File: src/rtl/arp_ctrl_if.sv
// ---------------------------------------------------------------------------
// arp_ctrl_if : link between arp_ctrl and the ARP rx/tx block.
//
// Signals
//   arp_rx_done  rx block -> ctrl  one-cycle pulse, packet received/decoded
//   arp_rx_type  rx block -> ctrl  0 = request, 1 = reply (valid with done)
//   src_mac      rx block -> ctrl  sender MAC (valid with arp_rx_done)
//   src_ip       rx block -> ctrl  sender IP  (valid with arp_rx_done)
//   tx_done      tx block -> ctrl  one-cycle pulse, frame fully sent
//   arp_tx_en    ctrl -> tx block  one-cycle pulse, start a transmission
//   arp_tx_type  ctrl -> tx block  0 = request, 1 = reply
//   des_mac      ctrl -> tx block  destination MAC
//   des_ip       ctrl -> tx block  destination IP
//
// Handshake: there is no ready/backpressure.  arp_rx_done qualifies
// arp_rx_type/src_mac/src_ip for exactly that one cycle.  arp_tx_en is a
// single-cycle start strobe; arp_tx_type/des_mac/des_ip are valid on that
// cycle and stay stable until the tx block answers with a one-cycle tx_done.
// arp_tx_en is never raised again before that tx_done.
//
// Modports: master = arp_ctrl, slave = ARP rx/tx block.
// ---------------------------------------------------------------------------
interface arp_ctrl_if;
    logic        arp_rx_done;
    logic        arp_rx_type;
    logic [47:0] src_mac;
    logic [31:0] src_ip;
    logic        tx_done;
    logic        arp_tx_en;
    logic        arp_tx_type;
    logic [47:0] des_mac;
    logic [31:0] des_ip;

    modport master (
        input  arp_rx_done, arp_rx_type, src_mac, src_ip, tx_done,
        output arp_tx_en, arp_tx_type, des_mac, des_ip
    );

    modport slave (
        output arp_rx_done, arp_rx_type, src_mac, src_ip, tx_done,
        input  arp_tx_en, arp_tx_type, des_mac, des_ip
    );
endinterface

File: src/rtl/arp_ctrl.sv
// ---------------------------------------------------------------------------
// arp_ctrl : user-side controller around the ARP rx/tx block.
//   - answers every received ARP request with a reply
//   - resolves a user IP on demand, retrying on timeout
//   - keeps a single-entry MAC/IP cache for the UDP transmit path
//
// Ports
//   clk, rst      GMII clock, asynchronous active-high reset
//   arp           arp_ctrl_if.master link to the ARP rx/tx block
//   req_start     one-cycle pulse: resolve req_ip
//   req_ip        IP to resolve, sampled with req_start
//   cache_valid   cache_mac/cache_ip hold a resolved pair
//   cache_mac     resolved MAC
//   cache_ip      resolved IP
//   resolve_fail  one-cycle pulse: retries exhausted without a reply
//   busy          FSM not in IDLE
//   state_dbg     current FSM state encoding
// ---------------------------------------------------------------------------
module arp_ctrl #(
    parameter int TIMEOUT_CYC = 125_000_000,
    parameter int MAX_RETRY   = 3
) (
    input  logic        clk,
    input  logic        rst,
    arp_ctrl_if.master  arp,
    input  logic        req_start,
    input  logic [31:0] req_ip,
    output logic        cache_valid,
    output logic [47:0] cache_mac,
    output logic [31:0] cache_ip,
    output logic        resolve_fail,
    output logic        busy,
    output logic [2:0]  state_dbg
);
    localparam int TW = $clog2(TIMEOUT_CYC + 1);

    localparam logic [2:0] IDLE       = 3'd0;
    localparam logic [2:0] SEND_REP   = 3'd1;
    localparam logic [2:0] SEND_REQ   = 3'd2;
    localparam logic [2:0] WAIT_DONE  = 3'd3;
    localparam logic [2:0] WAIT_REPLY = 3'd4;

    logic [2:0]    state, state_nx;
    logic          rep_pend;
    logic [47:0]   rep_mac;
    logic [31:0]   rep_ip;
    logic          req_pend;
    logic [31:0]   target;      // last requested IP (req_start)
    logic [31:0]   cur_ip;      // IP of the resolution in progress
    logic          outstanding;
    logic          tmo;
    logic [3:0]    retry_cnt;
    logic [TW-1:0] timer;
    logic          tx_en, tx_type;
    logic [47:0]   tx_mac;
    logic [31:0]   tx_ip;

    logic go_rep, go_req, restart, fail, drop_req;
    logic rx_req, rx_match, expire, tmo_now;

    assign rx_req   = arp.arp_rx_done && !arp.arp_rx_type;
    assign rx_match = arp.arp_rx_done && arp.arp_rx_type && outstanding &&
                      (arp.src_ip == target);
    // Expiry is seen the cycle the timer hits its last count so that
    // retransmissions land exactly TIMEOUT_CYC cycles apart.
    assign expire   = outstanding && (timer == TW'(1));
    assign tmo_now  = tmo || expire;

    always_comb begin
        state_nx = state;
        go_rep   = 1'b0;
        go_req   = 1'b0;
        restart  = 1'b0;
        fail     = 1'b0;
        drop_req = 1'b0;
        case (state)
            IDLE: begin
                if (rep_pend) begin
                    state_nx = SEND_REP;
                    go_rep   = 1'b1;
                end else if (req_pend) begin
                    state_nx = SEND_REQ;
                    go_req   = 1'b1;
                    restart  = 1'b1;
                end
            end
            SEND_REP, SEND_REQ: state_nx = WAIT_DONE;
            WAIT_DONE: begin
                if (arp.tx_done)
                    state_nx = (outstanding && !rx_match) ? WAIT_REPLY : IDLE;
            end
            WAIT_REPLY: begin
                // A matching reply beats a simultaneous timer expiry.
                if (rx_match) begin
                    state_nx = IDLE;
                end else if (rep_pend) begin
                    state_nx = SEND_REP;
                    go_rep   = 1'b1;
                end else if (req_pend && (target != cur_ip)) begin
                    state_nx = SEND_REQ;
                    go_req   = 1'b1;
                    restart  = 1'b1;
                end else if (req_pend) begin
                    drop_req = 1'b1;    // same IP already being resolved
                end else if (tmo_now) begin
                    if (retry_cnt < 4'(MAX_RETRY)) begin
                        state_nx = SEND_REQ;
                        go_req   = 1'b1;
                    end else begin
                        state_nx = IDLE;
                        fail     = 1'b1;
                    end
                end
            end
            default: state_nx = IDLE;
        endcase
    end

    // Later statements win: new pending events (set) override the clears
    // issued by the FSM in the same cycle, so no request is ever lost.
    always_ff @(posedge clk or posedge rst) begin
        if (rst) begin
            state        <= IDLE;
            rep_pend     <= 1'b0;
            rep_mac      <= '0;
            rep_ip       <= '0;
            req_pend     <= 1'b0;
            target       <= '0;
            cur_ip       <= '0;
            outstanding  <= 1'b0;
            tmo          <= 1'b0;
            retry_cnt    <= '0;
            timer        <= '0;
            tx_en        <= 1'b0;
            tx_type      <= 1'b0;
            tx_mac       <= '0;
            tx_ip        <= '0;
            cache_valid  <= 1'b0;
            cache_mac    <= '0;
            cache_ip     <= '0;
            resolve_fail <= 1'b0;
        end else begin
            state        <= state_nx;
            tx_en        <= 1'b0;
            resolve_fail <= 1'b0;

            // Timer keeps running while a reply is being sent in between.
            if (outstanding && (timer != '0)) begin
                timer <= timer - TW'(1);
                if (expire)
                    tmo <= 1'b1;
            end

            if (go_rep) begin
                tx_en    <= 1'b1;
                tx_type  <= 1'b1;
                tx_mac   <= rep_mac;
                tx_ip    <= rep_ip;
                rep_pend <= 1'b0;
            end

            if (go_req) begin
                tx_en       <= 1'b1;
                tx_type     <= 1'b0;
                tx_mac      <= '1;
                tx_ip       <= target;
                timer       <= TW'(TIMEOUT_CYC);
                tmo         <= 1'b0;
                outstanding <= 1'b1;
                if (restart) begin
                    retry_cnt <= 4'd1;
                    cur_ip    <= target;
                    req_pend  <= 1'b0;
                end else begin
                    retry_cnt <= retry_cnt + 4'd1;
                end
            end

            if (drop_req)
                req_pend <= 1'b0;

            if (fail) begin
                resolve_fail <= 1'b1;
                outstanding  <= 1'b0;
                tmo          <= 1'b0;
            end

            if (req_start) begin
                req_pend <= 1'b1;
                target   <= req_ip;
                if (req_ip != cache_ip)
                    cache_valid <= 1'b0;
            end

            if (rx_match) begin
                cache_valid <= 1'b1;
                cache_mac   <= arp.src_mac;
                cache_ip    <= arp.src_ip;
                outstanding <= 1'b0;
                tmo         <= 1'b0;
            end

            if (rx_req) begin
                rep_pend <= 1'b1;
                rep_mac  <= arp.src_mac;
                rep_ip   <= arp.src_ip;
            end
        end
    end

    assign arp.arp_tx_en   = tx_en;
    assign arp.arp_tx_type = tx_type;
    assign arp.des_mac     = tx_mac;
    assign arp.des_ip      = tx_ip;
    assign busy            = (state != IDLE);
    assign state_dbg       = state;
endmodule

File: src/flat_wrapper.sv
// flat-port wrapper written by rule: the top's interface ports become plain ports
module arp_ctrl_flat 
#(
    parameter int TIMEOUT_CYC = 125_000_000,
    parameter int MAX_RETRY   = 3
)
  (clk, rst, req_start, req_ip, cache_valid, cache_mac, cache_ip, resolve_fail, busy, state_dbg, arp_arp_rx_done, arp_arp_rx_type, arp_src_mac, arp_src_ip, arp_tx_done, arp_arp_tx_en, arp_arp_tx_type, arp_des_mac, arp_des_ip);
  arp_ctrl_if arp_i ();
  input  logic clk;
  input  logic rst;
  input  logic req_start;
  input  logic [31:0] req_ip;
  output logic cache_valid;
  output logic [47:0] cache_mac;
  output logic [31:0] cache_ip;
  output logic resolve_fail;
  output logic busy;
  output logic [2:0] state_dbg;
  input wire logic [$bits(arp_i.arp_rx_done)-1:0] arp_arp_rx_done;
  input wire logic [$bits(arp_i.arp_rx_type)-1:0] arp_arp_rx_type;
  input wire logic [$bits(arp_i.src_mac)-1:0] arp_src_mac;
  input wire logic [$bits(arp_i.src_ip)-1:0] arp_src_ip;
  input wire logic [$bits(arp_i.tx_done)-1:0] arp_tx_done;
  output wire logic [$bits(arp_i.arp_tx_en)-1:0] arp_arp_tx_en;
  output wire logic [$bits(arp_i.arp_tx_type)-1:0] arp_arp_tx_type;
  output wire logic [$bits(arp_i.des_mac)-1:0] arp_des_mac;
  output wire logic [$bits(arp_i.des_ip)-1:0] arp_des_ip;
  assign arp_i.arp_rx_done = arp_arp_rx_done;
  assign arp_i.arp_rx_type = arp_arp_rx_type;
  assign arp_i.src_mac = arp_src_mac;
  assign arp_i.src_ip = arp_src_ip;
  assign arp_i.tx_done = arp_tx_done;
  assign arp_arp_tx_en = arp_i.arp_tx_en;
  assign arp_arp_tx_type = arp_i.arp_tx_type;
  assign arp_des_mac = arp_i.des_mac;
  assign arp_des_ip = arp_i.des_ip;
  arp_ctrl #(.TIMEOUT_CYC(TIMEOUT_CYC), .MAX_RETRY(MAX_RETRY)) u_core (.clk(clk), .rst(rst), .arp(arp_i), .req_start(req_start), .req_ip(req_ip), .cache_valid(cache_valid), .cache_mac(cache_mac), .cache_ip(cache_ip), .resolve_fail(resolve_fail), .busy(busy), .state_dbg(state_dbg));
endmodule
File: config.mk
export PLATFORM = sky130hd
export DESIGN_NAME = arp_ctrl_flat
export DESIGN_NICKNAME = d
export VERILOG_FILES = /design/src/rtl/arp_ctrl_if.sv /design/src/rtl/arp_ctrl.sv /design/src/flat_wrapper.sv
export SDC_FILE = /design/constraint.sdc
export NUM_CORES = 1
export LEC_CHECK = 0
export BUFFER_PORTS_ARGS = -buffer_cell sky130_fd_sc_hd__buf_2
export CORE_ASPECT_RATIO = 0.75
export CORE_MARGIN = 10
export CORE_UTILIZATION = 38
export CTS_CLUSTER_SIZE = 30
export DETAILED_ROUTE_END_ITERATION = 8
export HOLD_SLACK_MARGIN = 0.15
export MAX_ROUTING_LAYER = met4
export SLEW_MARGIN = 20
export SYNTH_ARGS = -nofsm -noshare
export SYNTH_HDL_FRONTEND = slang
export SYNTH_SLANG_ARGS = --single-unit
File: constraint.sdc
create_clock -name clk -period 12.58 [get_ports clk]
set_clock_uncertainty 0.05 [all_clocks]
set_input_delay 1.887 -clock clk [delete_from_list [all_inputs] [get_ports clk]]
set_output_delay 1.887 -clock clk [all_outputs]
set_load 0.05 [all_outputs]
==> results of run 1 <==
## layout make-up
cell class / count / area [um2]
Antenna cell: 2 / 5.00
Clock buffer: 53 / 1060
Clock inverter: 12 / 114
Fill cell: 3418 / 19700
Inverter: 9 / 41.3
Multi-Input combinational cell: 642 / 5630
Sequential cell: 346 / 8660
Tap cell: 504 / 631
Timing Repair Buffer: 295 / 1510
## worst register-to-register path: stages (launching register included)
cell	delay, ns
dfrtp_1	0.42
or4_1	0.63
nor4_4	0.35
a31oi_1	0.17
or3_1	0.42
a211oi_2	0.46
nor3_4	0.06
inv_2	0.70
o22a_1	0.32
## per-stage QoR
stage	utilization	instances	worst slack, ns	hold WS [ns]	total power [uW]
6_report	0.472	1863	8.01	0.431	3880
5_1_grt	0.472	1863	7.81	0.451	4080
4_1_cts	0.472	1861	7.99	0.435	3930
3_5_place_dp	0.441	1796	7.42	0.422	2850
3_3_place_gp	0.441	1796	7.46	0.409	2830
2_1_floorplan	-	1046	1.05	0.419	2460
## sequential cells by signal (all words and copies together) (netlist names), 3 cells and up
name	flops
u_core.timer	27
u_core.cache_ip	32
u_core.arp.des_ip	32
u_core.state_dbg	3
u_core.retry_cnt	4
u_core.rep_ip	32
u_core.rep_mac	48
u_core.arp.des_mac	48
u_core.target	32
u_core.cache_mac	48
u_core.cur_ip	32
## power by group through the flow
stage	Sequential, uW	Combinational [uW]	Clock, uW
floorplan	1960	506	0
global placement	1550	1280	0
detailed placement	1560	1300	0
CTS	1540	1300	1090
global route	1570	1370	1140
finish	1540	1280	1060
## kinds of logic (layout without fill, tap and decap cells)
logic type,Yosys count,after routing,synth area share
flip-flops,346,346,0.596
multiplexers,224,224,0.174
AND/OR/NAND/NOR,186,186,0.0712
XOR/XNOR,122,122,0.0736
AO/OA/AOI/OAI,106,106,0.0645
buffers and inverters,58,369,0.0171
adder cells (fa/ha/maj),4,4,0.00345
other,0,2,0
## final timing paths
path                                     from  slack (ns)               endpoint
setup / recovery               arp_src_ip[22]        8.01    u_core.cache_mac[3]
hold / removal             u_core.cache_valid        0.43     u_core.cache_valid
setup reg to reg             u_core.timer[22]        8.94  u_core.arp.des_mac[4]
hold reg to reg            u_core.cache_valid        0.43     u_core.cache_valid
max in group asynchronous                 rst        9.59    u_core.resolve_fail
min in group asynchronous                 rst        1.44   u_core.cache_mac[20]
## routing by layer
layer  GRT usage  wire (um)  vias up
met5           -          0        -
met4      0.0405        725        0
met3      0.0495       2770       52
met2       0.259      18300      281
met1       0.238      18900     4983
li1            -          -     4361
## placed cells by master, fill, tap and decap left out, drive strengths merged, types with 2 or more instances in the layout
master,Yosys,final
inv,9,12
clkinv,0,7
or3,3,3
or4,6,6
nor2b,2,2
a221o,32,32
nor4b,2,2
nor2,35,35
a41oi,3,3
and2,33,33
and3,3,3
buf,21,295
diode,0,2
o22a,48,48
nand2,31,31
a311oi,2,2
a211oi,3,3
xnor2,22,22
nand2b,2,2
mux2,224,224
nand4,9,9
nand3,8,8
xor2,100,100
ha,4,4
nor4,34,34
clkbuf,28,53
a31oi,2,2
nor3,13,13
o21ai,5,5
a21o,3,3
dfrtp,346,346
==> key figures, run 1 <==
Outcome
  – Status: complete, no violations

Place
  – # port buffers: roughly 290
  – Routability Congestion: 0.822
  – Detailed Place HPWL: 29.0 mm
  – Placed inst area: 16500 um2

Power and ir drop
  – Power Internal: about 2400 uW
  – Comb pwr share: 0.329
  – Leakage power of the design: 0.00834 uW
  – Clock network fraction of design power: 0.274
  – Sw Share: 0.386
  – Switching power: between 1500 and 2000 uW
  – Power per cell area: approximately 220 nW/um2
  – Sequential share of power: 0.397
  – Max IR drop VDD: 131 uV

STA
  – RSZ-0062 raised after global routing: no
  – Tightest slew margin relative to the limit: 0.281
  – Highest achievable clock rate: 219 MHz
  – Minimum period implied by the final worst setup slack: roughly 4.6 ns
  – Least-Margin Pin Slew: 1.08 ns
  – Final setup violation count: 0
  – Setup TNS: 0 ns
  – Final period util: 0.363
  – Total count of hold-check failures in the final report: 0
  – Final max-slew violation count: 0

Die
  – Die Y: 189 um
  – Core region area: 37400 um2
  – Starting density of the core: 0.388
  – Ports: 286
  – Die extent in x: 246 um
  – Row Count: 61
  – Total die area: 46500 um2

GRT
  – Antenna violations before repair: 2
  – First-pass GRT wire length: ~62 mm
  – GRT Total Usage: 0.177
  – Aggregate global routing overflow: 0
  – Pin count of the biggest net entering global routing: 181
  – Via count of the first global-routing pass: 10.2k

Routing
  – Remaining antenna violation count after routing: 0
  – DRC violation count after routing: 0
  – Drt first-iter violations: slightly above 700
  – Number of vias per cell after detailed routing: 5.19
  – Total routed wirelength: 40.7 mm
  – Per-cell routed wire length: 21.8 um
  – Vias: 9677
  – Number of search-and-repair iterations in the first detailed-routing pass: 5

Setup path
  – Sequence of cells on the critical path: buf_2 > xnor2_1 > nand2_1 > or4_1 > nor4_4 > buf_4 > buf_4 > mux2_2
  – Critical Setup Path Class: in -> reg
  – Largest fanout of any net on the critical path: 74
  – Top cell family by delay on the critical path: buffers and inverters
  – Crit path required time: about 13 ns
  – Critical Path Max Stage Delay: 0.85 ns
  – Path depth of the worst reg2reg path: 8
  – Category of the worst setup path capture point: register
  – Kind of launch point of the worst setup path: input port
  – Cell depth of the worst setup path: 8
  – Number of buffer and inverter instances along the worst setup path: 3
  – Most frequent CP cell: buf_4
  – Data arrival time of the critical path: slightly below 5 ns
  – Highest-delay cell along the critical path: buf_4

Clock network
  – Number of sinks on the clock net: 346
  – Reg clk slew, reported paths: ~0.060 ns
  – CTS tree: done
  – Max Buffers Root-to-Sink: 3
  – Maximum level of the CTS H-tree: 2
  – Number of buffers added by the clock tree synthesis step: 37
  – Setup repair bufs after CTS: 0
  – CTS-repair resized insts: 0
  – Cell at the root of the clock tree: clkbuf_16
  – Hold-fix buffers at CTS: 0
  – Clock latency reported for the late side of the worst-skew pair: 0.54 ns

Run
  – Maximum Capacitance Violations: 0

Yosys
  – Cell with the most instances after synthesis: dfrtp_1
  – Cell taking the most area after synthesis: dfrtp_1
  – Register area share after synthesis: 0.596
  – Post-Synthesis Mean Instance Area: 13.9 um2
  – Syn nets: 1168
  – Number of enable flip-flop cells after synthesis: 0
  – Yosys synthesis warning count: 0
  – Count of state elements after synthesis: 346
  – Biggest area contributors in the synthesized netlist: dfrtp_1, mux2_2, xor2_1
  – Most common flop cell mapped by yosys: dfrtp_1
  – Post-synthesis async set-or-reset flop share: 1.00
  – List of most frequent post-synthesis cells: dfrtp_1, mux2_2, xor2_1
  – Fraction of synthesized cell area taken by the top area cell type: 0.596
  – Total standard cell area after synthesis: roughly 15000 um2
  – Instance count of the mapped netlist: 1046
  – Unique masters post-synth: 49

Min path
  – Worst min-delay path category: reg -> reg
  – Number of cells traversed by the worst hold path: 2

Final layout
  – Share of post-route cells with drive strength above 1: 0.432
  – Number of nets in the layout: 1453
  – Final instance area: about 18000 um2
  – P&R area growth vs syn: 21.6%
Power figures use the tool's default switching activity.
==> run 2, diff against run 1 <==
ABC_AREA = 1   (was default)
clock period = 4.1 ns   (was 12.58 ns; I/O delays follow)
==> key figures, run 2 <==
Outcome
  – Status: complete, no violations (unchanged)

Yosys
  – Instance count of the mapped netlist: 1812 (was 1046)
  – Fraction of synthesized cell area taken by the top area cell type: 0.567 (was 0.596)
  – Syn nets: 1934 (was 1168)
  – List of most frequent post-synthesis cells: nand2_1, dfrtp_1, o21ai_0 (was dfrtp_1, mux2_2, xor2_1)
  – Most common flop cell mapped by yosys: dfrtp_1 (unchanged)
  – Post-Synthesis Mean Instance Area: 8.43 um2 (was 13.9 um2)
  – Number of enable flip-flop cells after synthesis: 0 (unchanged)
  – Cell taking the most area after synthesis: dfrtp_1 (unchanged)
  – Cell with the most instances after synthesis: nand2_1 (was dfrtp_1)
  – Biggest area contributors in the synthesized netlist: dfrtp_1, nand2_1, o21ai_0 (was dfrtp_1, mux2_2, xor2_1)
  – Total standard cell area after synthesis: 15300 um2 (was 14500 um2)
  – Yosys synthesis warning count: 0 (unchanged)
  – Count of state elements after synthesis: 346 (unchanged)
  – Register area share after synthesis: 0.567 (was 0.596)
  – Post-synthesis async set-or-reset flop share: 1.00 (unchanged)
  – Unique masters post-synth: 34 (was 49)

Final layout
  – P&R area growth vs syn: 21.7% (was 21.6%)
  – Share of post-route cells with drive strength above 1: 0.190 (was 0.432)
  – Most common cell after layout, fill and taps aside: nand2_1 (was dfrtp_1)
  – Leading cell types in the layout, fill and taps excluded: nand2_1, dfrtp_1, buf_2, o21ai_0, inv_1 (was dfrtp_1, buf_2, mux2_2, xor2_1, o22a_1)
  – Share of the core filled with cells: 0.470 (was 0.472)
  – Fill cells: 3863 (was 3418)
  – Number of nets in the layout: 2203 (was 1453)

Routing
  – Vias: 12.8k (was 9677)
  – Total routed wirelength: 49.1 mm (was 40.7 mm)
  – Per-cell routed wire length: 18.6 um (was 21.8 um)
  – Drt first-iter violations: 1052 (was 706)
  – Remaining antenna violation count after routing: 0 (unchanged)
  – Number of search-and-repair iterations in the first detailed-routing pass: 5 (unchanged)
  – DRC violation count after routing: 0 (unchanged)
  – Number of vias per cell after detailed routing: 4.86 (was 5.19)

STA
  – Least-Margin Pin Slew: 0.972 ns (was 1.08 ns)
  – Final period util: 0.736
  – Final setup violation count: 0 (unchanged)
  – Total count of hold-check failures in the final report: 0 (unchanged)
  – Final max-slew violation count: 0 (unchanged)
  – Highest achievable clock rate: 331 MHz
  – Tightest slew margin relative to the limit: 0.352 (was 0.281)
  – Setup TNS: 0 ns (unchanged)
  – Final setup slack of the worst path: 1.08 ns (was 8.01 ns)
  – Minimum period implied by the final worst setup slack: 3.02 ns
  – RSZ-0062 raised after global routing: no (unchanged)

Die
  – Die Y: 194 um (was 189 um)
  – Row Count: 63 (was 61)
  – Total die area: 48700 um2 (was 46500 um2)
  – Core region area: 39600 um2 (was 37400 um2)
  – Ports: 286 (unchanged)
  – Die extent in x: 251 um (was 246 um)
  – Starting density of the core: 0.386 (was 0.388)

Power and ir drop
  – Sequential share of power: 0.377 (was 0.397)
  – Power Internal: 7410 uW (was 2380 uW)
  – Switching power: 5120 uW (was 1500 uW)
  – Max IR drop VDD: 498 uV (was 131 uV)
  – Leakage power of the design: 0.00978 uW (was 0.00834 uW)
  – Pwr Total: 12500 uW (was 3880 uW)
  – Power per cell area: 674 nW/um2 (was 220 nW/um2)
  – Clock network fraction of design power: 0.278 (was 0.274)
  – Sw Share: 0.409 (was 0.386)
  – Comb pwr share: 0.345 (was 0.329)

Clock network
  – Number of buffers added by the clock tree synthesis step: 38 (was 37)
  – Cell at the root of the clock tree: clkbuf_16 (unchanged)
  – CTS tree: done (unchanged)
  – Setup repair bufs after CTS: 0 (unchanged)
  – Max Buffers Root-to-Sink: 3 (unchanged)
  – Number of sinks on the clock net: 346 (unchanged)
  – Reg clk slew, reported paths: 0.06 ns (about the same)
  – Maximum level of the CTS H-tree: 2 (unchanged)
  – Clock latency reported for the late side of the worst-skew pair: 0.53 ns (was 0.54 ns)

Setup path
  – Data arrival time of the critical path: 3.33 ns (was 4.93 ns)
  – Crit path required time: 4.41 ns (was 12.95 ns)
  – Largest fanout of any net on the critical path: 98 (was 74)
  – Category of the worst setup path capture point: register (unchanged)
  – Critical Setup Path Class: reg -> reg (was in -> reg)
  – Kind of launch point of the worst setup path: register (was input port)
  – Path depth of the worst reg2reg path: 9 (was 8)

Min path
  – Worst min-delay path category: in -> reg (was reg -> reg)
  – Number of cells traversed by the worst hold path: 3 (was 2)

GRT
  – First-pass GRT wire length: 77.3 mm (was 62.4 mm)
  – Pin count of the biggest net entering global routing: 111 (was 181)
  – GRT Total Usage: 0.207 (was 0.177)
  – Via count of the first global-routing pass: 12.7k (was 10.2k)
  – Aggregate global routing overflow: 0 (unchanged)
  – Antenna violations before repair: 8 (was 2)

Place
  – Routability Congestion: 0.923 (was 0.822)
  – Worst Setup Slack post-DPL: 0.906 ns (was 7.42 ns)
  – Detailed Place HPWL: 35.7 mm (was 29.0 mm)
  – # port buffers: 285 (unchanged)

Run
  – Maximum Capacitance Violations: 0 (unchanged)
## run 2: cell types whose count changed after synthesis, moves of 42 or more
cell,previous run,this run
a21oi_1,1,94
inv_1,8,170
mux2_2,224,0
o22a_1,48,0
nand3_1,8,50
nand2_1,31,577
nor2_1,35,141
o21ai_0,5,195
xor2_1,100,23
## run 2: power by group through the flow
stage | logic, uW | registers [uW] | clock network (uW)
floorplan | 1800 | 5990 | 0
global placement | 4300 | 4760 | 0
detailed placement | 4360 | 4770 | 0
CTS | 4370 | 4720 | 3560
global route | 4750 | 4820 | 3730
finish | 4320 | 4720 | 3480
## run 2: timing repair
action	4_1_cts	5_1_grt
resized for setup	0	0
endpoints found under the setup margin	0	0
hold endpoints to repair	21	0
hold buffers	1	0
## run 2: cell type report
type | instances | area, um2 | area share
antenna | 8 | 20.0 | 0.00108
multi-input combinational | 1205 | 5620 | 0.302
sequential | 346 | 8660 | 0.466
clock buffer | 55 | 1160 | 0.0622
clock inverter | 13 | 121 | 0.00653
tap | 520 | 651 | 0.0350
inverter | 182 | 689 | 0.0371
timing repair buffer | 308 | 1680 | 0.0902
## run 2: worst max-delay path, stage by stage, from the launching register on
cell     delay [ns]
dfrtp_1        0.46
xnor2_1        0.40
nand3_1        0.24
nor3b_1        0.30
nand2_1        0.08
nor2_1         0.44
nand3_4        0.11
buf_4          0.38
nand2_1        0.17
o21ai_0        0.10
## run 2: logic make-up (layout without fill, tap and decap cells)
kind of cell,Yosys count,after routing,synth area share
and+or+nand+nor,819,819,0.215
DFF,346,346,0.567
AOI/OAI and AO/OA,298,298,0.0994
buffers and inverters,261,558,0.0673
xor gates and xnor gates,84,84,0.0482
adders and majority gates,4,4,0.00328
other,0,8,0
## run 2: metrics by stage
stage / cells / area (um2) / hold slack, ns
after floorplan: 1812 / 15300 / 0.403
after global placement: 2560 / 17300 / 0.401
after detailed placement: 2560 / 17300 / 0.403
after CTS: 2629 / 18600 / 0.253
after global routing: 2636 / 18600 / 0.268
final: 2637 / 18600 / 0.274
## run 2: path summary, 6_finish.rpt
path	from	end	slack (ns)
setup / recovery	u_core.target[8]	u_core.cache_mac[35]	1.08
setup reg to reg	u_core.target[8]	u_core.cache_mac[35]	1.08
hold / removal	req_ip[14]	u_core.target[14]	0.27
max in group asynchronous	rst	u_core.rep_mac[14]	2.24
hold reg to reg	u_core.arp.des_mac[24]	u_core.arp.des_mac[24]	0.42
min in group asynchronous	rst	u_core.rep_ip[4]	0.69
## run 2: routing by layer
metal | up-vias | GRT usage | share of wire
met5 | - | - | 0
met4 | 0 | 0.0437 | 0.016
met3 | 56 | 0.0636 | 0.097
met2 | 451 | 0.290 | 0.42
met1 | 6076 | 0.288 | 0.47
li1 | 6241 | - | -
==> run 3, diff against run 2 <==
ABC_AREA = 0   (was 1)
clock period = 2.6 ns   (was 4.1 ns; I/O delays follow)
==> key figures, run 3 (synthesized netlist as in run 1, its figures left out) <==
Final layout
  – Fill cells: 3111 (was 3863)
  – Number of nets in the layout: 1703 (was 2203)
  – Leading cell types in the layout, fill and taps excluded: dfrtp_1, buf_2, mux2_2, buf_4, dlygate4sd3_1 (was nand2_1, dfrtp_1, buf_2, o21ai_0, inv_1)
  – Share of the core filled with cells: 0.558 (was 0.470)
  – P&R area growth vs syn: 43.8% (was 21.7%)
  – Most common cell after layout, fill and taps aside: dfrtp_1 (was nand2_1)
  – Share of post-route cells with drive strength above 1: 0.490 (was 0.190)
  – Non-filler cells in the finished layout: 2107 (was 2637)
  – Final instance area: 20900 um2 (was 18600 um2)

Die
  – Core region area: 37400 um2 (was 39600 um2)
  – Die extent in x: 246 um (was 251 um)
  – Starting density of the core: 0.388 (was 0.386)
  – Row Count: 61 (was 63)
  – Die Y: 189 um (was 194 um)
  – Ports: 286 (unchanged)
  – Total die area: 46500 um2 (was 48700 um2)

STA
  – Highest achievable clock rate: ~350 MHz
  – Tightest slew margin relative to the limit: 0.579 (was 0.352)
  – Least-Margin Pin Slew: 0.629 ns (was 0.972 ns)
  – Final setup slack of the worst path: -0.223 ns (was 1.08 ns)
  – Final max-slew violation count: 0 (unchanged)
  – Total count of hold-check failures in the final report: 0 (unchanged)
  – RSZ-0062 raised after global routing: yes (was no)
  – Minimum period implied by the final worst setup slack: 2.82 ns
  – Final setup violation count: 164 (was 0)
  – Final period util: 1.09

Clock network
  – Max Buffers Root-to-Sink: 3 (unchanged)
  – Number of buffers added by the clock tree synthesis step: 37 (was 38)
  – Number of sinks on the clock net: 346 (unchanged)
  – CTS tree: done (unchanged)
  – Maximum level of the CTS H-tree: 2 (unchanged)
  – Cell at the root of the clock tree: clkbuf_16 (unchanged)
  – Clock latency reported for the late side of the worst-skew pair: 0.54 ns (was 0.53 ns)
  – Reg clk slew, reported paths: 0.06 ns (about the same)

Setup path
  – Reg2Reg Setup Slack: -0.20 ns (was 1.08 ns)
  – Kind of launch point of the worst setup path: input port (was register)
  – Reg-to-reg critical path endpoint: u_core.arp.des_mac[31] (was u_core.cache_mac[35])
  – CP startpoint: arp_src_ip[30] (was u_core.target[8])
  – Critical Setup Path Class: in -> reg (was reg -> reg)
  – Startpoint of the lowest-slack register-to-register path: u_core.target[15] (was u_core.target[8])
  – Path depth of the worst reg2reg path: 10 (was 9)
  – Category of the worst setup path capture point: register (unchanged)
  – Data arrival time of the critical path: 3.18 ns (was 3.33 ns)
  – Critical path capture point: u_core.arp.des_mac[31] (was u_core.cache_mac[35])
  – Largest fanout of any net on the critical path: 7 (was 98)
  – Crit path required time: 2.96 ns (was 4.41 ns)

Place
  – Placed inst area: 17500 um2 (was 17300 um2)
  – Detailed Place HPWL: 31.3 mm (was 35.7 mm)
  – Routability Congestion: 0.853 (was 0.923)
  – # port buffers: 285 (unchanged)
  – Cell count after placement: 1903 (was 2560)

Outcome
  – Failing checks: negative setup slack
  – Status: finished, violations left (was complete, no violations)

GRT
  – Antenna violations before repair: 3 (was 8)
  – First-pass GRT wire length: 70.4 mm (was 77.3 mm)
  – Via count of the first global-routing pass: 11.4k (was 12.7k)
  – Routing usage on met2: 0.292 (was 0.290)
  – Busiest layer in global routing: met2 (unchanged)
  – GRT Total Usage: 0.199 (was 0.207)
  – Pin count of the biggest net entering global routing: 93 (was 111)
  – Met3 global-route usage: 0.0550 (was 0.0636)
  – Aggregate global routing overflow: 0 (unchanged)
  – GR Layer Usage met1: 0.272 (was 0.288)

Routing
  – Total routed wirelength: 47.8 mm (was 49.1 mm)
  – Remaining antenna violation count after routing: 0 (unchanged)
  – Drt first-iter violations: 633 (was 1052)
  – Number of vias per cell after detailed routing: 5.14 (was 4.86)
  – Per-cell routed wire length: 22.7 um (was 18.6 um)
  – DRC violation count after routing: 0 (unchanged)
  – Number of search-and-repair iterations in the first detailed-routing pass: 5 (unchanged)
  – Vias: 10.8k (was 12.8k)

Power and ir drop
  – Power per cell area: 970 nW/um2 (was 674 nW/um2)
  – Sw Share: 0.383 (was 0.409)
  – Switching power: 7770 uW (was 5120 uW)
  – Clock network fraction of design power: 0.246 (was 0.278)
  – Comb pwr share: 0.384 (was 0.345)
  – Leakage power of the design: 0.00992 uW (was 0.00978 uW)
  – Pwr Total: 20300 uW (was 12500 uW)
  – Sequential share of power: 0.370 (was 0.377)
  – Max IR drop VDD: 696 uV (was 498 uV)
  – Power Internal: 12500 uW (was 7410 uW)

Run
  – Maximum Capacitance Violations: 0 (unchanged)

Min path
  – Worst min-delay path category: in -> reg (unchanged)
-- run 3: changes by cell type in the layout (fill, tap and decap cells not counted), sizes merged, moves of 48 or more --
cell and change:
o21ai -190, inv -174, xor2 +77, nand2 -549
a21oi -93, buf +120, dlygate4sd3 +103, o22a +48
nor2 -108, mux2 +224
-- run 3: worst min-delay path by stage --
stage | start | to | slack, ns | cells past startpoint
after CTS | arp_src_ip[14] | u_core.cache_ip[14] | 0.15 | 3
after floorplan | u_core.retry_cnt[2] | u_core.retry_cnt[2] | 0.42 | 1
after global routing | arp_src_ip[0] | u_core.rep_ip[0] | 0.18 | 3
after detailed placement | rst | u_core.rep_ip[5] | 0.40 | 2
final | arp_src_ip[14] | u_core.cache_ip[14] | 0.18 | 3
after global placement | rst | u_core.rep_ip[6] | 0.40 | 2
-- run 3: routing by layer --
layer / vias to the layer above / share of wire
met5: - / 0
met4: 0 / 0.015
met3: 55 / 0.065
met2: 311 / 0.45
met1: 5611 / 0.47
li1: 4848 / -
-- run 3: layout make-up --
class / count / area (um2) / share of cell area
antenna: 2 / 5.00 / 0.000240
clock buffer: 52 / 1060 / 0.0510
clock inverter: 7 / 43.8 / 0.00210
inverter: 9 / 42.5 / 0.00204
multi-input combinational: 642 / 6180 / 0.296
sequential: 346 / 8660 / 0.415
tap: 504 / 631 / 0.0302
timing repair buffer: 545 / 4250 / 0.203
-- run 3: power by group through the flow --
stage | registers (uW) | logic (uW) | clock network [uW]
2_1_floorplan | 9470 | 2560 | 0
3_3_place_gp | 7480 | 6670 | 0
3_5_place_dp | 7510 | 6760 | 0
6_report | 7500 | 7780 | 4980
4_1_cts | 7450 | 7220 | 5130
5_1_grt | 7620 | 8220 | 5330
-- run 3: through the flow --
stage / hold WS [ns] / worst slack, ns / TNS, ns
floorplan: 0.419 / -2.47 / -862.90
global placement: 0.397 / -0.242 / -31.63
detailed placement: 0.397 / -0.283 / -40.88
CTS: 0.152 / -0.161 / -18.77
global route: 0.179 / -0.290 / -33.68
finish: 0.179 / -0.223 / -20.03
-- run 3: what timing repair did --
item	4_1_cts	5_1_grt
pin swaps	9	51
hold endpoints to repair	195	0
cloned	6	14
buffers inserted	10	19
endpoints found under the setup margin	181	225
resized for setup	67	101
hold buffers	108	0
-- run 3: critical path, stage by stage --
cell and delay (ns):
dlygate4sd3_1 0.53, buf_2 0.16, xor2_1 0.23, nor3_1 0.18, nand3_1 0.16, nor4_4 0.35
buf_6 0.19, a21oi_4 0.07, nor3_4 0.29, clkinv_4 0.22, clkbuf_16 0.22, o22a_1 0.17
